===== src/rtl/id_pipe_stage_pkg.sv =====
// Shared decode definitions for the ID pipeline stage: RV32I opcodes,
// immediate format codes, ALU operation encodings and the control bundle.
package id_pipe_stage_pkg;

  localparam logic [6:0] OPC_OP     = 7'b0110011;
  localparam logic [6:0] OPC_OP_IMM = 7'b0010011;
  localparam logic [6:0] OPC_LOAD   = 7'b0000011;
  localparam logic [6:0] OPC_STORE  = 7'b0100011;
  localparam logic [6:0] OPC_BRANCH = 7'b1100011;
  localparam logic [6:0] OPC_LUI    = 7'b0110111;
  localparam logic [6:0] OPC_AUIPC  = 7'b0010111;
  localparam logic [6:0] OPC_JAL    = 7'b1101111;
  localparam logic [6:0] OPC_JALR   = 7'b1100111;

  localparam logic [3:0] ALU_ADD    = 4'b0000;
  localparam logic [3:0] ALU_SUB    = 4'b1000;
  localparam logic [3:0] ALU_PASS_B = 4'b1111;

  typedef enum logic [2:0] {
    FMT_R = 3'd0,
    FMT_I = 3'd1,
    FMT_S = 3'd2,
    FMT_B = 3'd3,
    FMT_U = 3'd4,
    FMT_J = 3'd5,
    FMT_X = 3'd6
  } fmt_e;

  typedef struct packed {
    logic write_reg;
    logic mem_read;
    logic mem_write;
    logic src_immd;
    logic branch;
    logic jump;
    logic illegal;
  } ctrl_t;

  localparam ctrl_t CTRL_NONE = '0;

  // Arithmetic ALU op: bit 3 comes from instr[30] for every R-type op, but
  // for immediates only for the shift-right group (funct3 = 101), where it
  // selects SRAI; elsewhere instr[30] is an immediate bit.
  function automatic logic [3:0] arith_alu_op(input logic [2:0] funct3,
                                              input logic       bit30,
                                              input logic       is_reg);
    return {(is_reg || (funct3 == 3'b101)) ? bit30 : 1'b0, funct3};
  endfunction

endpackage


===== src/rtl/id_decode_ctrl.sv =====
// Combinational instruction decoder: control flags, ALU op, immediate
// format and register fields (zeroed for formats that lack them).
module id_decode_ctrl
  import id_pipe_stage_pkg::*;
#(
  parameter int REG_SEL = 5
) (
  input  logic [6:0]         opcode,
  input  logic [2:0]         funct3,
  input  logic               bit30,
  input  logic [4:0]         rd_field,
  input  logic [4:0]         rs1_field,
  input  logic [4:0]         rs2_field,
  output ctrl_t              ctrl,
  output logic [3:0]         alu_op,
  output fmt_e               fmt,
  output logic [REG_SEL-1:0] destination,
  output logic [REG_SEL-1:0] rs1,
  output logic [REG_SEL-1:0] rs2
);

  logic has_rd_s;
  logic has_rs1_s;
  logic has_rs2_s;

  // Classify the opcode and derive every decode output from it.
  always_comb begin
    ctrl      = CTRL_NONE;
    alu_op    = ALU_ADD;
    fmt       = FMT_X;
    has_rd_s  = 1'b0;
    has_rs1_s = 1'b0;
    has_rs2_s = 1'b0;
    case (opcode)
      OPC_OP: begin
        fmt       = FMT_R;
        alu_op    = arith_alu_op(funct3, bit30, 1'b1);
        has_rd_s  = 1'b1;
        has_rs1_s = 1'b1;
        has_rs2_s = 1'b1;
      end
      OPC_OP_IMM: begin
        fmt           = FMT_I;
        alu_op        = arith_alu_op(funct3, bit30, 1'b0);
        ctrl.src_immd = 1'b1;
        has_rd_s      = 1'b1;
        has_rs1_s     = 1'b1;
      end
      OPC_LOAD: begin
        fmt           = FMT_I;
        ctrl.src_immd = 1'b1;
        ctrl.mem_read = 1'b1;
        has_rd_s      = 1'b1;
        has_rs1_s     = 1'b1;
      end
      OPC_STORE: begin
        fmt            = FMT_S;
        ctrl.src_immd  = 1'b1;
        ctrl.mem_write = 1'b1;
        has_rs1_s      = 1'b1;
        has_rs2_s      = 1'b1;
      end
      OPC_BRANCH: begin
        fmt         = FMT_B;
        alu_op      = ALU_SUB;
        ctrl.branch = 1'b1;
        has_rs1_s   = 1'b1;
        has_rs2_s   = 1'b1;
      end
      OPC_LUI: begin
        fmt           = FMT_U;
        alu_op        = ALU_PASS_B;
        ctrl.src_immd = 1'b1;
        has_rd_s      = 1'b1;
      end
      OPC_AUIPC: begin
        fmt           = FMT_U;
        ctrl.src_immd = 1'b1;
        has_rd_s      = 1'b1;
      end
      OPC_JAL: begin
        fmt       = FMT_J;
        ctrl.jump = 1'b1;
        has_rd_s  = 1'b1;
      end
      OPC_JALR: begin
        fmt           = FMT_I;
        ctrl.src_immd = 1'b1;
        ctrl.jump     = 1'b1;
        has_rd_s      = 1'b1;
        has_rs1_s     = 1'b1;
      end
      default: begin
        ctrl.illegal = 1'b1;
      end
    endcase
    destination    = has_rd_s  ? REG_SEL'(rd_field)  : '0;
    rs1            = has_rs1_s ? REG_SEL'(rs1_field) : '0;
    rs2            = has_rs2_s ? REG_SEL'(rs2_field) : '0;
    ctrl.write_reg = has_rd_s && (destination != '0);
  end

endmodule


===== src/rtl/immd_gen.sv =====
// Immediate generator: reassembles the sign-extended immediate for the
// given instruction format; R-type and unknown formats yield zero.
module immd_gen
  import id_pipe_stage_pkg::*;
#(
  parameter int WORD_SIZE = 32
) (
  input  logic [31:7]          instr_hi,
  input  fmt_e                 fmt,
  output logic [WORD_SIZE-1:0] immd
);

  logic [31:0] imm32_s;

  // Pick and sign-extend the immediate bit fields for each format.
  always_comb begin
    imm32_s = 32'd0;
    case (fmt)
      FMT_I:   imm32_s = {{20{instr_hi[31]}}, instr_hi[31:20]};
      FMT_S:   imm32_s = {{20{instr_hi[31]}}, instr_hi[31:25], instr_hi[11:7]};
      FMT_B:   imm32_s = {{19{instr_hi[31]}}, instr_hi[31], instr_hi[7],
                          instr_hi[30:25], instr_hi[11:8], 1'b0};
      FMT_U:   imm32_s = {instr_hi[31:12], 12'd0};
      FMT_J:   imm32_s = {{11{instr_hi[31]}}, instr_hi[31], instr_hi[19:12],
                          instr_hi[20], instr_hi[30:21], 1'b0};
      default: imm32_s = 32'd0;
    endcase
  end

  assign immd = WORD_SIZE'($signed(imm32_s));

endmodule


===== src/rtl/regfile.sv =====
// General-purpose register file: two combinational read ports, one
// synchronous write port; x0 is never written and always reads zero.
module regfile #(
  parameter int WORD_SIZE = 32,
  parameter int NUM_REGS  = 32,
  parameter int REG_SEL   = $clog2(NUM_REGS)
) (
  input  logic                 clk,
  input  logic                 rst,
  input  logic                 we,
  input  logic [REG_SEL-1:0]   wsel,
  input  logic [WORD_SIZE-1:0] wdata,
  input  logic [REG_SEL-1:0]   rsel1,
  input  logic [REG_SEL-1:0]   rsel2,
  output logic [WORD_SIZE-1:0] rdata1,
  output logic [WORD_SIZE-1:0] rdata2
);

  logic [WORD_SIZE-1:0] regs_r [NUM_REGS];

  // Register write port; writes addressed to x0 are dropped.
  always_ff @(posedge clk or posedge rst) begin
    if (rst) begin
      for (int i = 0; i < NUM_REGS; i++) begin
        regs_r[i] <= '0;
      end
    end else if (we && (wsel != '0)) begin
      regs_r[wsel] <= wdata;
    end
  end

  assign rdata1 = regs_r[rsel1];
  assign rdata2 = regs_r[rsel2];

endmodule


===== src/rtl/id_pipe_stage.sv =====
// Instruction decode pipeline stage with ID/EX register, load-use hazard
// stall, flush and valid/ready handshake on both sides.
// Optional macro ID_WB_BYPASS_EN: forward same-cycle write-back data into
// data1/data2 instead of capturing the pre-write register value.
module id_pipe_stage
  import id_pipe_stage_pkg::*;
#(
  parameter int WORD_SIZE = 32,
  parameter int NUM_REGS  = 32,
  parameter int REG_SEL   = $clog2(NUM_REGS)
) (
  input  logic                 clk,
  input  logic                 rst,
  input  logic                 in_valid,
  output logic                 in_ready,
  input  logic [WORD_SIZE-1:0] instr,
  input  logic [WORD_SIZE-1:0] pc,
  input  logic                 wb_write,
  input  logic [REG_SEL-1:0]   wb_sel,
  input  logic [WORD_SIZE-1:0] wb_data,
  input  logic                 flush,
  output logic                 out_valid,
  input  logic                 out_ready,
  output logic [WORD_SIZE-1:0] out_pc,
  output logic [WORD_SIZE-1:0] data1,
  output logic [WORD_SIZE-1:0] data2,
  output logic [WORD_SIZE-1:0] immd,
  output logic [REG_SEL-1:0]   destination,
  output logic [REG_SEL-1:0]   rs1_out,
  output logic [REG_SEL-1:0]   rs2_out,
  output logic [3:0]           alu_op,
  output logic                 write_reg,
  output logic                 mem_read,
  output logic                 mem_write,
  output logic                 src_immd,
  output logic                 branch,
  output logic                 jump,
  output logic                 illegal
);

  ctrl_t                dec_ctrl_s;
  logic [3:0]           dec_alu_op_s;
  fmt_e                 dec_fmt_s;
  logic [REG_SEL-1:0]   dec_dest_s;
  logic [REG_SEL-1:0]   dec_rs1_s;
  logic [REG_SEL-1:0]   dec_rs2_s;
  logic [WORD_SIZE-1:0] dec_immd_s;
  logic [WORD_SIZE-1:0] rf_rd1_s;
  logic [WORD_SIZE-1:0] rf_rd2_s;
  logic [WORD_SIZE-1:0] op_data1_s;
  logic [WORD_SIZE-1:0] op_data2_s;
  logic                 hazard_s;
  logic                 advance_s;
  logic                 accept_s;

  logic                 out_valid_r;
  ctrl_t                ctrl_r;
  logic [3:0]           alu_op_r;
  logic [REG_SEL-1:0]   dest_r;
  logic [REG_SEL-1:0]   rs1_r;
  logic [REG_SEL-1:0]   rs2_r;
  logic [WORD_SIZE-1:0] pc_r;
  logic [WORD_SIZE-1:0] data1_r;
  logic [WORD_SIZE-1:0] data2_r;
  logic [WORD_SIZE-1:0] immd_r;

  id_decode_ctrl #(.REG_SEL(REG_SEL)) u_decode (
    .opcode      (instr[6:0]),
    .funct3      (instr[14:12]),
    .bit30       (instr[30]),
    .rd_field    (instr[11:7]),
    .rs1_field   (instr[19:15]),
    .rs2_field   (instr[24:20]),
    .ctrl        (dec_ctrl_s),
    .alu_op      (dec_alu_op_s),
    .fmt         (dec_fmt_s),
    .destination (dec_dest_s),
    .rs1         (dec_rs1_s),
    .rs2         (dec_rs2_s)
  );

  immd_gen #(.WORD_SIZE(WORD_SIZE)) u_immd (
    .instr_hi (instr[31:7]),
    .fmt      (dec_fmt_s),
    .immd     (dec_immd_s)
  );

  regfile #(.WORD_SIZE(WORD_SIZE), .NUM_REGS(NUM_REGS), .REG_SEL(REG_SEL)) u_rf (
    .clk    (clk),
    .rst    (rst),
    .we     (wb_write),
    .wsel   (wb_sel),
    .wdata  (wb_data),
    .rsel1  (dec_rs1_s),
    .rsel2  (dec_rs2_s),
    .rdata1 (rf_rd1_s),
    .rdata2 (rf_rd2_s)
  );

`ifdef ID_WB_BYPASS_EN
  assign op_data1_s = (wb_write && (wb_sel != '0) && (wb_sel == dec_rs1_s)) ? wb_data : rf_rd1_s;
  assign op_data2_s = (wb_write && (wb_sel != '0) && (wb_sel == dec_rs2_s)) ? wb_data : rf_rd2_s;
`else
  assign op_data1_s = rf_rd1_s;
  assign op_data2_s = rf_rd2_s;
`endif

  // A load in ID/EX whose result an incoming source needs cannot be
  // forwarded in time, so the consumer waits one cycle. Unused source
  // fields decode to x0 and the destination is nonzero, so they never match.
  assign hazard_s  = out_valid_r && ctrl_r.mem_read && (dest_r != '0) &&
                     ((dest_r == dec_rs1_s) || (dest_r == dec_rs2_s));
  assign advance_s = !out_valid_r || out_ready;
  assign in_ready  = advance_s && !hazard_s && !flush && !rst;
  assign accept_s  = in_valid && in_ready;

  // ID/EX register: flush beats everything, then load / bubble on advance,
  // otherwise hold for the stalled execute stage.
  always_ff @(posedge clk or posedge rst) begin
    if (rst) begin
      out_valid_r <= 1'b0;
      ctrl_r      <= CTRL_NONE;
      alu_op_r    <= 4'd0;
      dest_r      <= '0;
      rs1_r       <= '0;
      rs2_r       <= '0;
      pc_r        <= '0;
      data1_r     <= '0;
      data2_r     <= '0;
      immd_r      <= '0;
    end else if (flush) begin
      out_valid_r <= 1'b0;
      ctrl_r      <= CTRL_NONE;
    end else if (advance_s) begin
      if (accept_s) begin
        out_valid_r <= 1'b1;
        ctrl_r      <= dec_ctrl_s;
        alu_op_r    <= dec_alu_op_s;
        dest_r      <= dec_dest_s;
        rs1_r       <= dec_rs1_s;
        rs2_r       <= dec_rs2_s;
        pc_r        <= pc;
        data1_r     <= op_data1_s;
        data2_r     <= op_data2_s;
        immd_r      <= dec_immd_s;
      end else begin
        out_valid_r <= 1'b0;
        ctrl_r      <= CTRL_NONE;
      end
    end
  end

  assign out_valid   = out_valid_r;
  assign out_pc      = pc_r;
  assign data1       = data1_r;
  assign data2       = data2_r;
  assign immd        = immd_r;
  assign destination = dest_r;
  assign rs1_out     = rs1_r;
  assign rs2_out     = rs2_r;
  assign alu_op      = alu_op_r;
  assign write_reg   = ctrl_r.write_reg;
  assign mem_read    = ctrl_r.mem_read;
  assign mem_write   = ctrl_r.mem_write;
  assign src_immd    = ctrl_r.src_immd;
  assign branch      = ctrl_r.branch;
  assign jump        = ctrl_r.jump;
  assign illegal     = ctrl_r.illegal;

endmodule


===== config.mk =====
export PLATFORM = sky130hd
export DESIGN_NAME = id_pipe_stage
export DESIGN_NICKNAME = d
export VERILOG_FILES = /design/src/rtl/id_pipe_stage_pkg.sv /design/src/rtl/id_decode_ctrl.sv /design/src/rtl/immd_gen.sv /design/src/rtl/regfile.sv /design/src/rtl/id_pipe_stage.sv
export SDC_FILE = /design/constraint.sdc
export NUM_CORES = 2
export LEC_CHECK = 0
export BUFFER_PORTS_ARGS = -buffer_cell sky130_fd_sc_hd__buf_2
export CAP_MARGIN = 20
export CORE_AREA = 2 2 517 416
export DETAILED_ROUTE_END_ITERATION = 16
export DIE_AREA = 0 0 519 418
export PLACE_DENSITY = 0.45
export RECOVER_POWER = 100
export SLEW_MARGIN = 20
export SYNTH_ARGS = -nofsm -noshare
export SYNTH_HDL_FRONTEND = slang
export SYNTH_HIERARCHICAL = 1
export SYNTH_SLANG_ARGS = --single-unit

===== constraint.sdc =====
create_clock -name clk -period 66.1 [get_ports clk]
set_input_delay 6.61 -clock clk [delete_from_list [all_inputs] [get_ports clk]]
set_output_delay 6.61 -clock clk [all_outputs]
set_load 0.05 [all_outputs]

* After elaboration in Yosys (flattened, before gate mapping) *
Cells that the tools add are included.

word-level totals
  register bits after elaboration = 1179
  input port bits = 107
  output and inout port bits = 156

operators by class
  magnitude comparators = 4
  equality and inequality tests = 17
  multiplexer cells = 31
  bitwise logic cells = 4
  reductions and logical operators = 29

operators with widths
  operator                                                   count
  bitwise mux 1024 bit                                       1
  binary-select mux 32 bit (select 5 bit)                    2
  demux 32 bit (select 5 bit)                                1
  2-to-1 mux 32 bit                                          5
  one-hot mux 32 bit (5 select lines)                        1
  == test 7 x 6 -> 1 bit (second input constant)             3
  == test 7 bit (second input constant)                      3
  2-to-1 mux 7 bit                                           3
  greater-or-equal comparator 6 bit (second input constant)  3
  inverter 5 -> 6 bit                                        3
  one-hot mux 3 bit (6 select lines)                         1
  one-hot mux 4 bit (4 select lines)                         1
  2-to-1 mux 5 bit                                           3
  nonzero test 5 bit                                         3
  == test 7 x 5 -> 1 bit (second input constant)             2
  2-to-1 mux 1 bit                                           13
  OR reduction 6 bit                                         2
  == test 5 bit                                              2
  logical AND 1 bit                                          10
  == test 3 bit (second input constant)                      3
  OR reduction 9 bit                                         1
  == test 7 x 2 -> 1 bit (second input constant)             1
  OR reduction 7 bit                                         1
  == test 3 x 2 -> 1 bit (second input constant)             2
  9 further kinds                                            15

* Depth between registers and ports, before layout *
  depth after elaboration = 15
  gate-level depth with buffers = 13

* Modules after synthesis *
Netlist, hierarchy kept.

by module, submodules not included
  module          times used  cells an instance  area an instance (µm²)
  regfile         1           4602               55939.9
  id_pipe_stage   1           352                6513.7
  id_decode_ctrl  1           63                 476.7
  immd_gen        1           66                 390.4

* Least setup slack after synthesis *
Ideal clock, no wire load.

  kind = input to output
  from = input port instr[6]
  to = output port in_ready
  data arrival time = 8.861 ns
  slack = 50.629 ns
  stages = 8
  path buffers = 1
  cells stage by stage = clkbuf_2 -> or2_2 -> a21oi_2 -> and2_2 -> xnor2_1 -> nand3_1 -> o22ai_1 -> a21boi_0

between the ends
  cells in the longest elaborated chain, start to end = 11

ends and longest elaborated chain
  element                                         line                  text
  from (decl)                                     id_pipe_stage.sv:16   input logic [WORD_SIZE-1:0] instr,
  == test 7 x 6 -> 1 bit (tied with other cells)  id_decode_ctrl.sv:34  case (opcode)
  OR reduction 6 bit (no source line) (*)         --
  2-to-1 mux 1 bit (*)                            id_decode_ctrl.sv:34
  2-to-1 mux 5 bit (*)                            id_decode_ctrl.sv:98  rs1 = has_rs1_s ? REG_SEL'(rs1_field) : '0;
  net dec_rs1_s[0]                                id_pipe_stage.sv:45   logic [REG_SEL-1:0] dec_rs1_s;
  == test 5 bit (*)                               id_pipe_stage.sv:112  ((dest_r == dec_rs1_s) || (dest_r == dec_rs2_s));
  logical OR 1 bit (*)                            id_pipe_stage.sv:112
  logical AND 1 bit (*)                           id_pipe_stage.sv:111  assign hazard_s = out_valid_r && ctrl_r.mem_read && (dest_r != '0) &&
  logical NOT 1 bit (*)                           id_pipe_stage.sv:114  assign in_ready = advance_s && !hazard_s && !flush && !rst;
  logical AND 1 bit (*) (3 in a row)              id_pipe_stage.sv:114
  to (decl)                                       id_pipe_stage.sv:15   output logic in_ready,

The timed path passes the listed nets; every way through them passes the cells marked *.

==> results.yml <==
run_status:
  outcome: "finished with violations"
  violations: "max-capacitance violations, max-slew violations"
logic_synthesis:
  synth-edff-count: 0
  ys_ff_latch: 1179
  synth_area_leaders: "dfrtp_1, mux2_2, mux2i_1"
  synth_ff_type: "dfrtp_1"
  synth_cells: 5083
  seq_area_frac_synth_pct: 46.6
  muxShareOfSynthArea_pct: 37.1
  synth_xor_area_share_pct: 0.138
  syn_nets: 5190
  synth_area_um2: 63300
  yosysTopAreaCell: "dfrtp_1"
  syn_area_per_cell_um2: 12.5
  synth_top_family_by_area: "multiplexers"
  synthAdderAreaFrac_pct: 0
  synth_cell_types: 61
  synthArstFlopShare_pct: 100
  synth-compound-area-share_pct: 6.83
  synth.top_cell.area_share_pct: 46.6
  ys_warn_count: 6
  synthSimpleGateAreaFrac_pct: 4.71
routing:
  drtAntennaViolNets: 0
  drtIter0Drc: 2871
  wl_per_cell_um: 27.6
  drc: 0
  vias: 42400
  dr.pass1.iters: 5
  vias_per_cell: 5.31
  routed_wl_um: 221000
timing:
  fmax_ghz: 0.0411
  finalCriticalPeriod_ps: 24330
  maxSlewViolCount: 2414
  finalCritPeriodShare_pct: 36.8
  finalHoldViolations: 0
  setup_violations: 0
  rsz0062_at_grt: "false"
  worst_clock_skew_ps: 18.4
  slew_headroom_pct: -512
  fin_setup_tns_ps: 0
  tightest_slew_ps: 9180
global_route:
  antenna_found_initial: 19
  met2_usage_pct: 32.3
  grt_use_total_pct: 20.0
  grt_max_degree: 166
  grt_overflow_total: 0
  met3_usage_pct: 2.51
  grt_use_met1_pct: 27.8
  busiest_layer: "met2"
  grt_pass1_vias: 43600
  grt_pass1_wl_um: 320000
finish:
  fin_nets: 5173
  largest_register_ff_count: 1024
  layout-drive-gt1-share_pct: 27.1
  top_register: "u_rf/regs_r"
  syn_to_final_growth_pct: 9.99
critical_path:
  reg2regPathDepth: 6
  endpoint_kind: "async pin"
  worstPathMaxFanout: 165
  cp-start-kind: "input port"
  critPathKind: "input port to async pin"
  cp.required_ps: 66360
  worst_ep_arrival_time_ps: 24590
placement:
  io_buffers: 262
  dp_hpwl_um: 117000
  routabilityCongestion: 0.751
clock_tree:
  cts_max_path_buffers: 3
  post-cts-setup-buffers: 0
  cts.clk_slew.worst_paths_ps: 60
  ctsHtreeMaxLevel: 4
  root_buffer: "clkbuf_16"
  cts_hold_buffers: 0
  cts_sinks: 1179
  clk_latency_ps: 770
  cts_buffers: 133
  post_cts_resized: 0
  cts_tree: "done"
pwr:
  power_frac_comb_pct: 15.1
  p_sw_mw: 0.555
  irDropWorstVdd_mv: 0.0282
  p_seq_share_pct: 46.9
  intPower_mw: 1.45
  power.share.switching_pct: 27.7
  clkPwrFrac_pct: 37.9
  power.density_nw_per_um2: 28.7
  power_mw: 2.00
  p_leak_nw: 28.1
die:
  fp.dieW_um: 519
  die_area_um2: 217000
  core_um2: 211000
  pin_count: 263
  die_h_um: 418
  rows: 151
  start_util_pct: 30.0
run:
  cap_violations: 56
hold_path:
  whs_path_depth: 0
  worst_hold_path_type: "register to register"
## power groups by stage
stage / sequential (mW) / clock, mW / combinational, mW
finish: 0.940 / 0.760 / 0.303
floorplan: 0.953 / 0 / 0.230
CTS: 0.937 / 0.783 / 0.313
detailed placement: 0.950 / 0 / 0.312
global route: 0.957 / 0.813 / 0.333
global placement: 0.944 / 0 / 0.306
## final cells by class
type,instances,area [µm²]
well taps,2830,3540
clock inverters,26,244
clock buffers,208,4130
flip-flops and latches,1179,29500
repair buffers,348,1690
diodes,5,12.5
multi-input cells,3399,30500
fillers,21400,142000
inverters,5,21.3
## cell usage in the layout (no fill, tap or decap), types with 6 or more instances in the layout
master     count
a21o_1         9
buf_4         41
o21ai_0       11
clkbuf_1     229
a21oi_1      200
mux2_4         6
nand3_1      196
nor2_4        14
clkbuf_8      35
a22oi_1      192
a22o_1       138
nand2_1      224
buf_12         6
xnor2_1       10
mux2_1       145
nand2_2        6
a31oi_1       65
nor3b_1        9
nor2_1        11
clkinv_2      18
mux2_2       989
mux2i_1     1024
buf_2        104
dfrtp_1     1179
nor3_1        67
or2_2          6
clkbuf_16    141
and2_1        12
nand3b_1       7
## logic make-up after synthesis
kind of cell	Yosys count
mux	2164
compound gates	629
simple gates	596
flops	1179
buf+inv	505
xor+xnor	10
## Yosys cell counts (11+ instances only)
master       n
mux2_1      43
a22oi_1    192
buf_12      15
mux2_2     987
buf_4       71
a22o_1     138
nor2_4      16
mux2_4     110
nand2_1    230
dfrtp_1   1179
buf_2      112
nor3_1      67
clkbuf_1   230
a21oi_1    199
mux2i_1   1024
and2_1      15
buf_1       22
nand3_1    196
a31oi_1     65
buf_6       48
o21ai_0     11
## routing by layer
metal / routed length [µm] / up-vias / share of wire (%)
met3: 8080 / 360 / 3.7
met2: 102000 / 973 / 46
met5: 9 / - / 0.0041
met1: 104000 / 22500 / 47
li1: - / 18600 / -
met4: 6510 / 2 / 2.9
## final timing paths
check / startpoint / endpoint / slack (ps)
max in group clk: instr[3] / in_ready / 47550
setup reg to reg: destination[0] / data2[16] / 57590
hold reg to reg: u_rf/regs_r[1019] / u_rf/regs_r[1019] / 400
min in group asynchronous: rst / u_rf/regs_r[698] / 7500
hold / removal: u_rf/regs_r[1019] / u_rf/regs_r[1019] / 400
setup / recovery: rst / u_rf/regs_r[977] / 41770
## worst max-delay path, stage by stage
cell and delay [ps]:
clkbuf_1 110, clkinvlp_2 2860, clkbuf_1 6620, clkbuf_1 3200, clkbuf_1 2830, clkbuf_1 2150
## metrics by stage
step | utilization (%) | hold slack, ps | area, µm² | std cells | setup slack, ps
finish | 33.0 | 400 | 69600 | 8000 | 41770
global route | 33.0 | 413 | 69600 | 7998 | 38090
CTS | 33.4 | 401 | 70600 | 7995 | 50410
detailed placement | 31.3 | 388 | 66200 | 7761 | 50420
global placement | 31.3 | 384 | 66200 | 7761 | 50440
floorplan | - | 449 | 63300 | 5083 | 30670
No activity file was read; power rests on OpenSTA's default activity.
